--- src/rtl/asrv32_pkg.sv ---
// Shared asrv32 constants: CLINT address map, hart limit and the register
// select type used by the CLINT decoder.
package asrv32_pkg;

  localparam logic [15:0] CLINT_MSIP_BASE     = 16'h0000;
  localparam logic [15:0] CLINT_MTIMECMP_BASE = 16'h4000;
  localparam logic [15:0] CLINT_MTIME_LO      = 16'hBFF8;
  localparam logic [15:0] CLINT_MTIME_HI      = 16'hBFFC;
  localparam int unsigned CLINT_MAX_HARTS     = 8;

  typedef enum logic [1:0] {
    REG_NONE,
    REG_MSIP,
    REG_MTIMECMP,
    REG_MTIME
  } clint_reg_e;

  typedef struct packed {
    clint_reg_e sel;
    logic [2:0] hart;
    logic       hi;
  } clint_decode_t;

  // Byte-lane merge used by every writable 32-bit word.
  function automatic logic [31:0] merge_bytes(input logic [31:0] old_val,
                                              input logic [31:0] new_val,
                                              input logic [3:0]  mask);
    logic [31:0] res;
    for (int b = 0; b < 4; b++) begin
      res[b*8 +: 8] = mask[b] ? new_val[b*8 +: 8] : old_val[b*8 +: 8];
    end
    return res;
  endfunction

endpackage

--- src/rtl/asrv32_clint_timer.sv ---
// Shared mtime counter: prescaler, 64-bit increment and bus write override.
module asrv32_clint_timer
  import asrv32_pkg::*;
#(
  parameter int unsigned PRESCALE = 1
) (
  input  logic        i_clk,
  input  logic        i_rst,
  input  logic        i_wr_lo,
  input  logic        i_wr_hi,
  input  logic [31:0] i_wdata,
  input  logic [3:0]  i_wmask,
  output logic [63:0] o_mtime
);

  localparam logic [15:0] PRE_LAST = 16'(PRESCALE - 1);

  logic [15:0] prescale_cnt;
  logic        tick;

  assign tick = (prescale_cnt == PRE_LAST);

  // A bus write to either half replaces the increment for that cycle; the
  // prescaler is never disturbed so the tick cadence stays fixed.
  always_ff @(posedge i_clk) begin
    if (i_rst) begin
      prescale_cnt <= '0;
      o_mtime      <= '0;
    end else begin
      prescale_cnt <= tick ? '0 : prescale_cnt + 16'd1;
      if (i_wr_lo) begin
        o_mtime[31:0] <= merge_bytes(o_mtime[31:0], i_wdata, i_wmask);
      end else if (i_wr_hi) begin
        o_mtime[63:32] <= merge_bytes(o_mtime[63:32], i_wdata, i_wmask);
      end else if (tick) begin
        o_mtime <= o_mtime + 64'd1;
      end
    end
  end

endmodule

--- src/rtl/asrv32_clint.sv ---
// Core-local interruptor: shared mtime, per-hart mtimecmp/msip and a
// single-cycle memory-mapped slave port.
module asrv32_clint
  import asrv32_pkg::*;
#(
  parameter int unsigned NUM_HARTS = 1,
  parameter int unsigned PRESCALE  = 1
) (
  input  logic                 i_clk,
  input  logic                 i_rst,
  input  logic                 i_req,
  input  logic                 i_we,
  input  logic [15:0]          i_addr,
  input  logic [31:0]          i_wdata,
  input  logic [3:0]           i_wmask,
  output logic                 o_ack,
  output logic [31:0]          o_rdata,
  output logic                 o_err,
  output logic [NUM_HARTS-1:0] o_timer_irq,
  output logic [NUM_HARTS-1:0] o_software_irq,
  output logic [63:0]          o_mtime
);

  logic [63:0]          mtime;
  logic [63:0]          mtimecmp [NUM_HARTS];
  logic [NUM_HARTS-1:0] msip;
  clint_decode_t        dec;
  logic [15:0]          word_addr;
  logic [15:0]          msip_off;
  logic [15:0]          cmp_off;
  logic [31:0]          rdata_nxt;
  logic                 wr_en;
  logic                 wr_mtime_lo;
  logic                 wr_mtime_hi;
  logic                 unused_addr_bits;

  assign unused_addr_bits = ^i_addr[1:0];
  assign word_addr        = {i_addr[15:2], 2'b00};
  // Offsets wrap below their base, so a single unsigned compare bounds each window.
  assign msip_off         = word_addr - CLINT_MSIP_BASE;
  assign cmp_off          = word_addr - CLINT_MTIMECMP_BASE;

  always_comb begin
    dec = '{sel: REG_NONE, hart: 3'd0, hi: 1'b0};
    if (msip_off < 16'(4 * NUM_HARTS)) begin
      dec.sel  = REG_MSIP;
      dec.hart = msip_off[4:2];
    end else if (cmp_off < 16'(8 * NUM_HARTS)) begin
      dec.sel  = REG_MTIMECMP;
      dec.hart = cmp_off[5:3];
      dec.hi   = cmp_off[2];
    end else if (word_addr == CLINT_MTIME_LO) begin
      dec.sel = REG_MTIME;
    end else if (word_addr == CLINT_MTIME_HI) begin
      dec.sel = REG_MTIME;
      dec.hi  = 1'b1;
    end
  end

  assign wr_en       = i_req & i_we;
  assign wr_mtime_lo = wr_en && (dec.sel == REG_MTIME) && !dec.hi && (|i_wmask);
  assign wr_mtime_hi = wr_en && (dec.sel == REG_MTIME) &&  dec.hi && (|i_wmask);

  asrv32_clint_timer #(
    .PRESCALE(PRESCALE)
  ) u_timer (
    .i_clk   (i_clk),
    .i_rst   (i_rst),
    .i_wr_lo (wr_mtime_lo),
    .i_wr_hi (wr_mtime_hi),
    .i_wdata (i_wdata),
    .i_wmask (i_wmask),
    .o_mtime (mtime)
  );

  always_comb begin
    rdata_nxt = '0;
    case (dec.sel)
      REG_MSIP: begin
        for (int h = 0; h < NUM_HARTS; h++) begin
          if (dec.hart == 3'(h)) rdata_nxt = {31'b0, msip[h]};
        end
      end
      REG_MTIMECMP: begin
        for (int h = 0; h < NUM_HARTS; h++) begin
          if (dec.hart == 3'(h)) rdata_nxt = dec.hi ? mtimecmp[h][63:32] : mtimecmp[h][31:0];
        end
      end
      REG_MTIME: rdata_nxt = dec.hi ? mtime[63:32] : mtime[31:0];
      default:   rdata_nxt = '0;
    endcase
  end

  always_ff @(posedge i_clk) begin
    if (i_rst) begin
      msip        <= '0;
      o_timer_irq <= '0;
      for (int h = 0; h < NUM_HARTS; h++) mtimecmp[h] <= '1;
    end else begin
      for (int h = 0; h < NUM_HARTS; h++) begin
        o_timer_irq[h] <= (mtime >= mtimecmp[h]);
        if (wr_en && (dec.hart == 3'(h))) begin
          if ((dec.sel == REG_MSIP) && i_wmask[0]) msip[h] <= i_wdata[0];
          if (dec.sel == REG_MTIMECMP) begin
            if (dec.hi) begin
              mtimecmp[h][63:32] <= merge_bytes(mtimecmp[h][63:32], i_wdata, i_wmask);
            end else begin
              mtimecmp[h][31:0]  <= merge_bytes(mtimecmp[h][31:0], i_wdata, i_wmask);
            end
          end
        end
      end
    end
  end

  // Read data is captured before any same-cycle tick or write lands.
  always_ff @(posedge i_clk) begin
    if (i_rst) begin
      o_ack   <= 1'b0;
      o_err   <= 1'b0;
      o_rdata <= '0;
    end else begin
      o_ack   <= i_req;
      o_err   <= i_req && (dec.sel == REG_NONE);
      o_rdata <= (i_req && !i_we) ? rdata_nxt : '0;
    end
  end

  assign o_software_irq = msip;
  assign o_mtime        = mtime;

endmodule

--- config.mk ---
export PLATFORM = sky130hd
export DESIGN_NAME = asrv32_clint
export DESIGN_NICKNAME = d
export VERILOG_FILES = /design/src/rtl/asrv32_pkg.sv /design/src/rtl/asrv32_clint_timer.sv /design/src/rtl/asrv32_clint.sv
export SDC_FILE = /design/constraint.sdc
export NUM_CORES = 1
export LEC_CHECK = 0
export CORE_MARGIN = 1
export CORE_UTILIZATION = 51
export DETAILED_ROUTE_END_ITERATION = 16
export PLACE_DENSITY = 0.78
export SLEW_MARGIN = 20
export SYNTH_ARGS = -nofsm -noshare
export SYNTH_HDL_FRONTEND = slang
export SYNTH_SLANG_ARGS = --single-unit
--- constraint.sdc ---
create_clock -name i_clk -period 3.5 [get_ports i_clk]
set_input_delay 0.7 -clock i_clk [delete_from_list [all_inputs] [get_ports i_clk]]
set_output_delay 0.7 -clock i_clk [all_outputs]
set_load 0.01 [all_outputs]
==> impl_metrics.env, run 1 <==
export IMPL_grt_antenna_before_repair=2
export IMPL_synth_ff_latch_count=180
export IMPL_post_drt_wl_per_cell_um=21.5
export IMPL_area_growth_syn_to_layout_pct=24.8
export IMPL_net_switching_share_of_the_total_power_pct=26.3
export IMPL_number_of_synthesized_flops_with_an_enable_pin=64
export IMPL_top_layer_in_use="met4"
export IMPL_dpl_cell_area_sq_um=13600
export IMPL_rrSetupSlack_ps=480
export IMPL_cell_variety_after_synth=67
export IMPL_synth_area_top_cells="dfxtp_1 (20%), edfxtp_1 (17%), ha_1 (7.4%)"
export IMPL_share_of_synthesized_registers_carrying_an_async_set_or_reset_pct=0
export IMPL_detailroute_wirelength_met2_um=18000
export IMPL_worst_ep_required_time_ps=3610
export IMPL_ys_flop_type="dfxtp_1"
export IMPL_ir_drop_uv=335
export IMPL_start_kind="primary input"
export IMPL_path_max_fanout=10
export IMPL_grt_setup_unrepaired="no"
export IMPL_drt_pre_antenna_iters=6
export IMPL_drt_antenna_violating_nets=0
export IMPL_slew_at_the_pin_closest_to_its_max_slew_limit_ps=931
export IMPL_post_route_drc_count=0
export IMPL_run_status="finished clean"
export IMPL_synth_seq_area_share_pct=37.4
export IMPL_timing_critical_path_max_delay_family="simple AND/OR/NAND/NOR gates"
export IMPL_placement_rows=54
export IMPL_worstPathCellList="clkdlybuf4s50_1, or3_1, or4_4, or3_1, buf_4, nor3_4, a31o_2"
export IMPL_grt_pass1_wl_um=60000
export IMPL_synth_area_sq_um=11300
export IMPL_synth_most_common_cell="nand2_1"
export IMPL_nets=1622
export IMPL_final_cell_count_no_fill=1793
export IMPL_share_of_layout_cells_above_drive_strength_1_pct=8.86
export IMPL_clock_skew_ps=14.1
export IMPL_routabilityCongestion=0.949
export IMPL_setup_tns_ps=0
export IMPL_synthesis_instances=1334
export IMPL_share_clk_of_total_power_pct=43.7
export IMPL_final_max_slew_violation_count=0
export IMPL_fmaxAchievable_mhz=309
export IMPL_cp_slowest_stage_delay_ps=430
export IMPL_leakage_nw=5.38
export IMPL_drt_initial_drc_count=1246
export IMPL_holdWs_ps=491
export IMPL_average_cell_area_after_synthesis_sq_um=8.51
export IMPL_die_height_um=151
export IMPL_max_clock_path_buffers=2
export IMPL_worst_setup_path_type="primary input to register"
export IMPL_detailed_place_hpwl_um=27800
export IMPL_route_met3_wl_um=3480
export IMPL_clock_root_buffer="clkbuf_16"
export IMPL_finalHoldViolations=0
export IMPL_numCtsBuffers=17
export IMPL_max_cap_violations=0
export IMPL_tritoncts_clock_tree="yes"
export IMPL_floorplan_io_pins=156
export IMPL_clk_insertion_delay_late_ps=440
export IMPL_power_report_internal_total_mw=3.35
export IMPL_critical_path_slowest_cell="or4_4"
export IMPL_fin_area_sq_um=14200
export IMPL_drt_total_wl_um=38600
export IMPL_synthesis_yosys_warnings=0
export IMPL_route_layer_met1_wl_um=15600
export IMPL_grt_overflow=0
export IMPL_place_port_buffers=153
export IMPL_grtUsageTotal_pct=34.7
export IMPL_layout_min_cycle_time_ps=3240
export IMPL_holdCritPathClass="register to register"
export IMPL_timing_critical_path_mode_cell="or3_1"
export IMPL_grt_pass1_vias=10900
export IMPL_fp_dieW_um=151
export IMPL_vias=11500
export IMPL_netSwitchingPower_mw=1.20
export IMPL_postCtsSetupBuffers=0
export IMPL_holdBufCountCts=0
export IMPL_pwr_share_seq_pct=49.0
export IMPL_filler_cell_count_in_the_final_layout=1797
export IMPL_start_util_pct=52.0
export IMPL_clkTransAtPathRegs_ps=80
export IMPL_finish_utilization_pct=64.9
export IMPL_die_area_sq_um=22900
export IMPL_grt_start_max_net_pins=70
export IMPL_synth_cells_most_frequent="nand2_1 (167), dfxtp_1 (116), a21oi_1 (100)"
export IMPL_finalCritPeriodShare_pct=92.5
export IMPL_finalSetupViolations=0
export IMPL_timing_critical_path_arrival_ps=3350
export IMPL_synthesis_nets=1457
export IMPL_vias_per_cell=6.40
export IMPL_core_area_sq_um=21800
export IMPL_critical_path_buf_inv_count=2
export IMPL_cts_sinks=180
export IMPL_critPathCaptureType="register"
export IMPL_cts_htree_levels=4
export IMPL_share_of_total_power_in_combinational_logic_pct=7.2
export IMPL_cellPowerDensity_nw_per_um2=321
export IMPL_share_of_yosys_cell_area_claimed_by_the_top_area_cell_type_pct=20.5
export IMPL_slew_limit_headroom_pct=37.9
export IMPL_cts_repair_resized_insts=0
export IMPL_netlist_top_cell_by_area="dfxtp_1"
export IMPL_post_place_cells=1760
==> layout make-up <==
class,instances,area (sq um),area share [%]
multi-input combinational,997,6480,45.7
sequential,180,4240,30.0
timing repair buffer,229,2200,15.6
clock buffer,18,450,3.18
tap,280,350,2.47
inverter,74,278,1.96
clock inverter,14,156,1.10
antenna,1,2.50,0.0177
==> worst reg2reg max path, cell delays in order (launching register included) <==
cell	delay [ps]
dfxtp_1	480
ha_1	280
nand3_1	200
nor4_1	530
buf_12	200
and3_1	390
nand3_1	170
or4b_1	520
a31oi_1	170
==> sequential cells by signal, summed over array words and instances (netlist names) <==
name	cells
mtimecmp	64
u_timer.o_mtime	64
o_rdata	32
u_timer.prescale_cnt	16
o_ack	1
o_err	1
o_software_irq	1
o_timer_irq	1
==> cell usage in the layout, fill, tap and decap left out, drive strengths merged, types with 64 or more instances in the layout <==
master and instances:
o21ai 76, clkdlybuf4s50 151, nor2 90, mux2i 68, a21oi 102, nand2 167
buf 78, edfxtp 64, ha 67, inv 83, dfxtp 116
==> per-stage QoR <==
| step | setup WS (ps) | total power, mW |
|---|---|---|
| final | 262 | 4.55 |
| after detailed placement | -116 | 2.60 |
| after CTS | 331 | 4.56 |
| after global routing | 193 | 4.67 |
| after global placement | -84.8 | 2.59 |
| after floorplan | 156 | 2.41 |
==> power groups by stage <==
stage	clock network (mW)	logic [mW]	registers, mW
2_1_floorplan	0	0.137	2.28
3_3_place_gp	0	0.311	2.28
3_5_place_dp	0	0.320	2.28
4_1_cts	2.00	0.322	2.23
5_1_grt	2.09	0.349	2.24
6_report	1.99	0.328	2.23
==> cells by family (layout without fill, tap and decap cells) <==
group	count (synthesis)	count (layout)	synth area share [%]
buffers and inverters	157	335	5.67
AO/OA/AOI/OAI	360	360	20.7
adder cells (fa/ha/maj)	67	67	7.39
multiplexers	69	69	6.10
XOR/XNOR	11	11	0.849
other	0	1	0
AND/OR/NAND/NOR	490	490	21.9
flip-flops	180	180	37.4
==> path summary, 6_finish.rpt <==
check        depth (start not counted)                     from                      end
max reg2reg                          8       u_timer.o_mtime[1]      u_timer.o_mtime[60]
min                                  1  u_timer.prescale_cnt[0]  u_timer.prescale_cnt[0]
min reg2reg                          1  u_timer.prescale_cnt[0]  u_timer.prescale_cnt[0]
max                                  7               i_addr[13]          mtimecmp[0][31]
==> per-layer routing <==
layer | vias to the layer above | track usage (%)
li1 | 5243 | -
met1 | 5466 | 45.6
met2 | 653 | 56.0
met3 | 112 | 4.70
met4 | 0 | 16.8
met5 | - | 0
(Power assumes the default switching activity.)
==> run 2, diff against run 1 <==
REMOVE_ABC_BUFFERS = 1   (was unset)
==> run 2 against run 1 <==
Effect of this change:
- flip-flop and latch count did not move
- sequential power hardly changed
- design area is 0.44% lower
- power fell by 0.90%
- setup slack better by 140 ps
- fmax is 4.5% higher
- critical path depth increased by 2
- first-iteration DRC count increased by 9.3%
- non-clock buffer count fell by 1
- wire length is 0.75% lower
- highest routed layer unchanged
==> impl_metrics.env, run 2 (same netlist as run 1, synthesis figures left out) <==
export IMPL_run_status="finished clean"
export IMPL_clock_skew_ps=11.6
export IMPL_setup_tns_ps=0
export IMPL_drt_pre_antenna_iters=6
export IMPL_fmaxAchievable_mhz=323
export IMPL_grtUsageTotal_pct=34.1
export IMPL_final_cell_count_no_fill=1791
export IMPL_finalHoldViolations=0
export IMPL_clkTransAtPathRegs_ps=70
export IMPL_vias_per_cell=6.43
export IMPL_clock_root_buffer="clkbuf_16"
export IMPL_routabilityCongestion=0.947
export IMPL_vias=11500
export IMPL_clk_insertion_delay_late_ps=440
export IMPL_timing_critical_path_arrival_ps=3300
export IMPL_worst_setup_path_type="primary input to register"
export IMPL_nets=1621
export IMPL_critical_path_slowest_cell="clkdlybuf4s50_1"
export IMPL_critical_path_startpoint="i_addr[13]"
export IMPL_net_switching_share_of_the_total_power_pct=23.9
export IMPL_grt_setup_unrepaired="no"
export IMPL_holdBufCountCts=0
export IMPL_leakage_nw=5.34
export IMPL_place_port_buffers=153
export IMPL_post_route_drc_count=0
export IMPL_netSwitchingPower_mw=1.08
export IMPL_start_kind="primary input"
export IMPL_num_antenna_cells=0
export IMPL_finalSetupViolations=0
export IMPL_grt_pass1_wl_um=59500
export IMPL_max_clock_path_buffers=2
export IMPL_most_common_layout_cells="nand2_1 (167), clkdlybuf4s50_1 (151), dfxtp_1 (116)"
export IMPL_holdCritPathClass="register to register"
export IMPL_pwr_share_seq_pct=49.7
export IMPL_tritoncts_clock_tree="yes"
export IMPL_cts_repair_resized_insts=0
export IMPL_cts_sinks=180
export IMPL_slew_limit_headroom_pct=38.9
export IMPL_drt_total_wl_um=38300
export IMPL_critPathCaptureType="register"
export IMPL_finalCritPeriodShare_pct=88.5
export IMPL_grt_antenna_before_repair=0
export IMPL_detailed_place_hpwl_um=27600
export IMPL_ir_drop_uv=350
export IMPL_numCtsBuffers=17
export IMPL_post_drt_wl_per_cell_um=21.4
export IMPL_area_growth_syn_to_layout_pct=24.3
export IMPL_slew_at_the_pin_closest_to_its_max_slew_limit_ps=917
export IMPL_drt_initial_drc_count=1362
export IMPL_die_height_um=151
export IMPL_reg2reg_from="u_timer.o_mtime[0]"
export IMPL_cellPowerDensity_nw_per_um2=320
export IMPL_post_place_cells=1759
export IMPL_max_cap_violations=0
export IMPL_share_of_layout_cells_above_drive_strength_1_pct=8.47
export IMPL_worst_ep_required_time_ps=3700
export IMPL_holdCritStartpoint="u_timer.prescale_cnt[0]"
export IMPL_cp_slowest_stage_delay_ps=420
export IMPL_final_max_slew_violation_count=0
export IMPL_placement_rows=54
export IMPL_filler_cell_count_in_the_final_layout=1851
export IMPL_dpl_cell_area_sq_um=13500
export IMPL_grt_start_max_net_pins=62
export IMPL_grt_pass1_vias=10800
export IMPL_grt_overflow=0
export IMPL_die_area_sq_um=22900
export IMPL_start_util_pct=52.0
export IMPL_core_area_sq_um=21800
export IMPL_reg_largest_list="mtimecmp (64), u_timer.o_mtime (64), o_rdata (32)"
export IMPL_share_of_total_power_in_combinational_logic_pct=7.0
export IMPL_fp_dieW_um=151
export IMPL_power_report_internal_total_mw=3.43
export IMPL_postCtsSetupBuffers=0
export IMPL_drt_antenna_violating_nets=0
export IMPL_share_clk_of_total_power_pct=43.3
export IMPL_cts_htree_levels=4
export IMPL_layout_commonest_cell="nand2_1"
export IMPL_path_max_fanout=16
export IMPL_worstPathCellList="clkdlybuf4s50_1, or3_1, or4_4, or3_1, buf_4, nand2_1, nand2_1, buf_4, a21o_1"
export IMPL_floorplan_io_pins=156
export IMPL_layout_min_cycle_time_ps=3100
export IMPL_fin_area_sq_um=14100
-- run 2: final cells by class --
class / instances / area (sq um) / area share (%)
Clock buffer: 26 / 510 / 3.62
Timing Repair Buffer: 228 / 2170 / 15.4
Tap cell: 280 / 350 / 2.48
Multi-Input combinational cell: 997 / 6480 / 46.0
Clock inverter: 6 / 68.8 / 0.488
Sequential cell: 180 / 4240 / 30.1
Inverter: 74 / 278 / 1.97
-- run 2: per-stage QoR --
step	hold WS [ps]	setup slack [ps]	util, %	total power [mW]
after floorplan	438	-554	-	2.39
after global placement	455	0.164	62.0	2.59
after CTS	477	416	64.6	4.50
after global routing	529	286	64.6	4.61
after detailed placement	462	-14.6	62.0	2.59
final	478	402	64.6	4.51
-- run 2: path summary, 6_finish.rpt --
kind,slack [ps],end,depth (start not counted)
hold / removal,480,u_timer.prescale_cnt[0],1
setup / recovery,400,mtimecmp[0][11],9
hold reg to reg,480,u_timer.prescale_cnt[0],1
setup reg to reg,490,u_timer.o_mtime[60],8
-- run 2: power groups by stage --
stage	registers [mW]	logic, mW	clock network, mW
finish	2.24	0.316	1.96
global route	2.24	0.338	2.03
CTS	2.24	0.311	1.94
detailed placement	2.29	0.308	0
global placement	2.28	0.301	0
floorplan	2.28	0.112	0
-- run 2: routing by layer --
metal / vias up / GRT usage [%] / part of all wire [%]
met5: - / 0 / 0
li1: 5238 / - / -
met1: 5539 / 45.2 / 41
met3: 116 / 4.85 / 8.4
met4: 0 / 14.0 / 3.2
met2: 622 / 55.9 / 47
-- run 2: worst max-delay path: cells and delay by family --
family	cells	cell delay, ps
simple gates	5	1470
buf+inv	3	910
compound gates	1	200
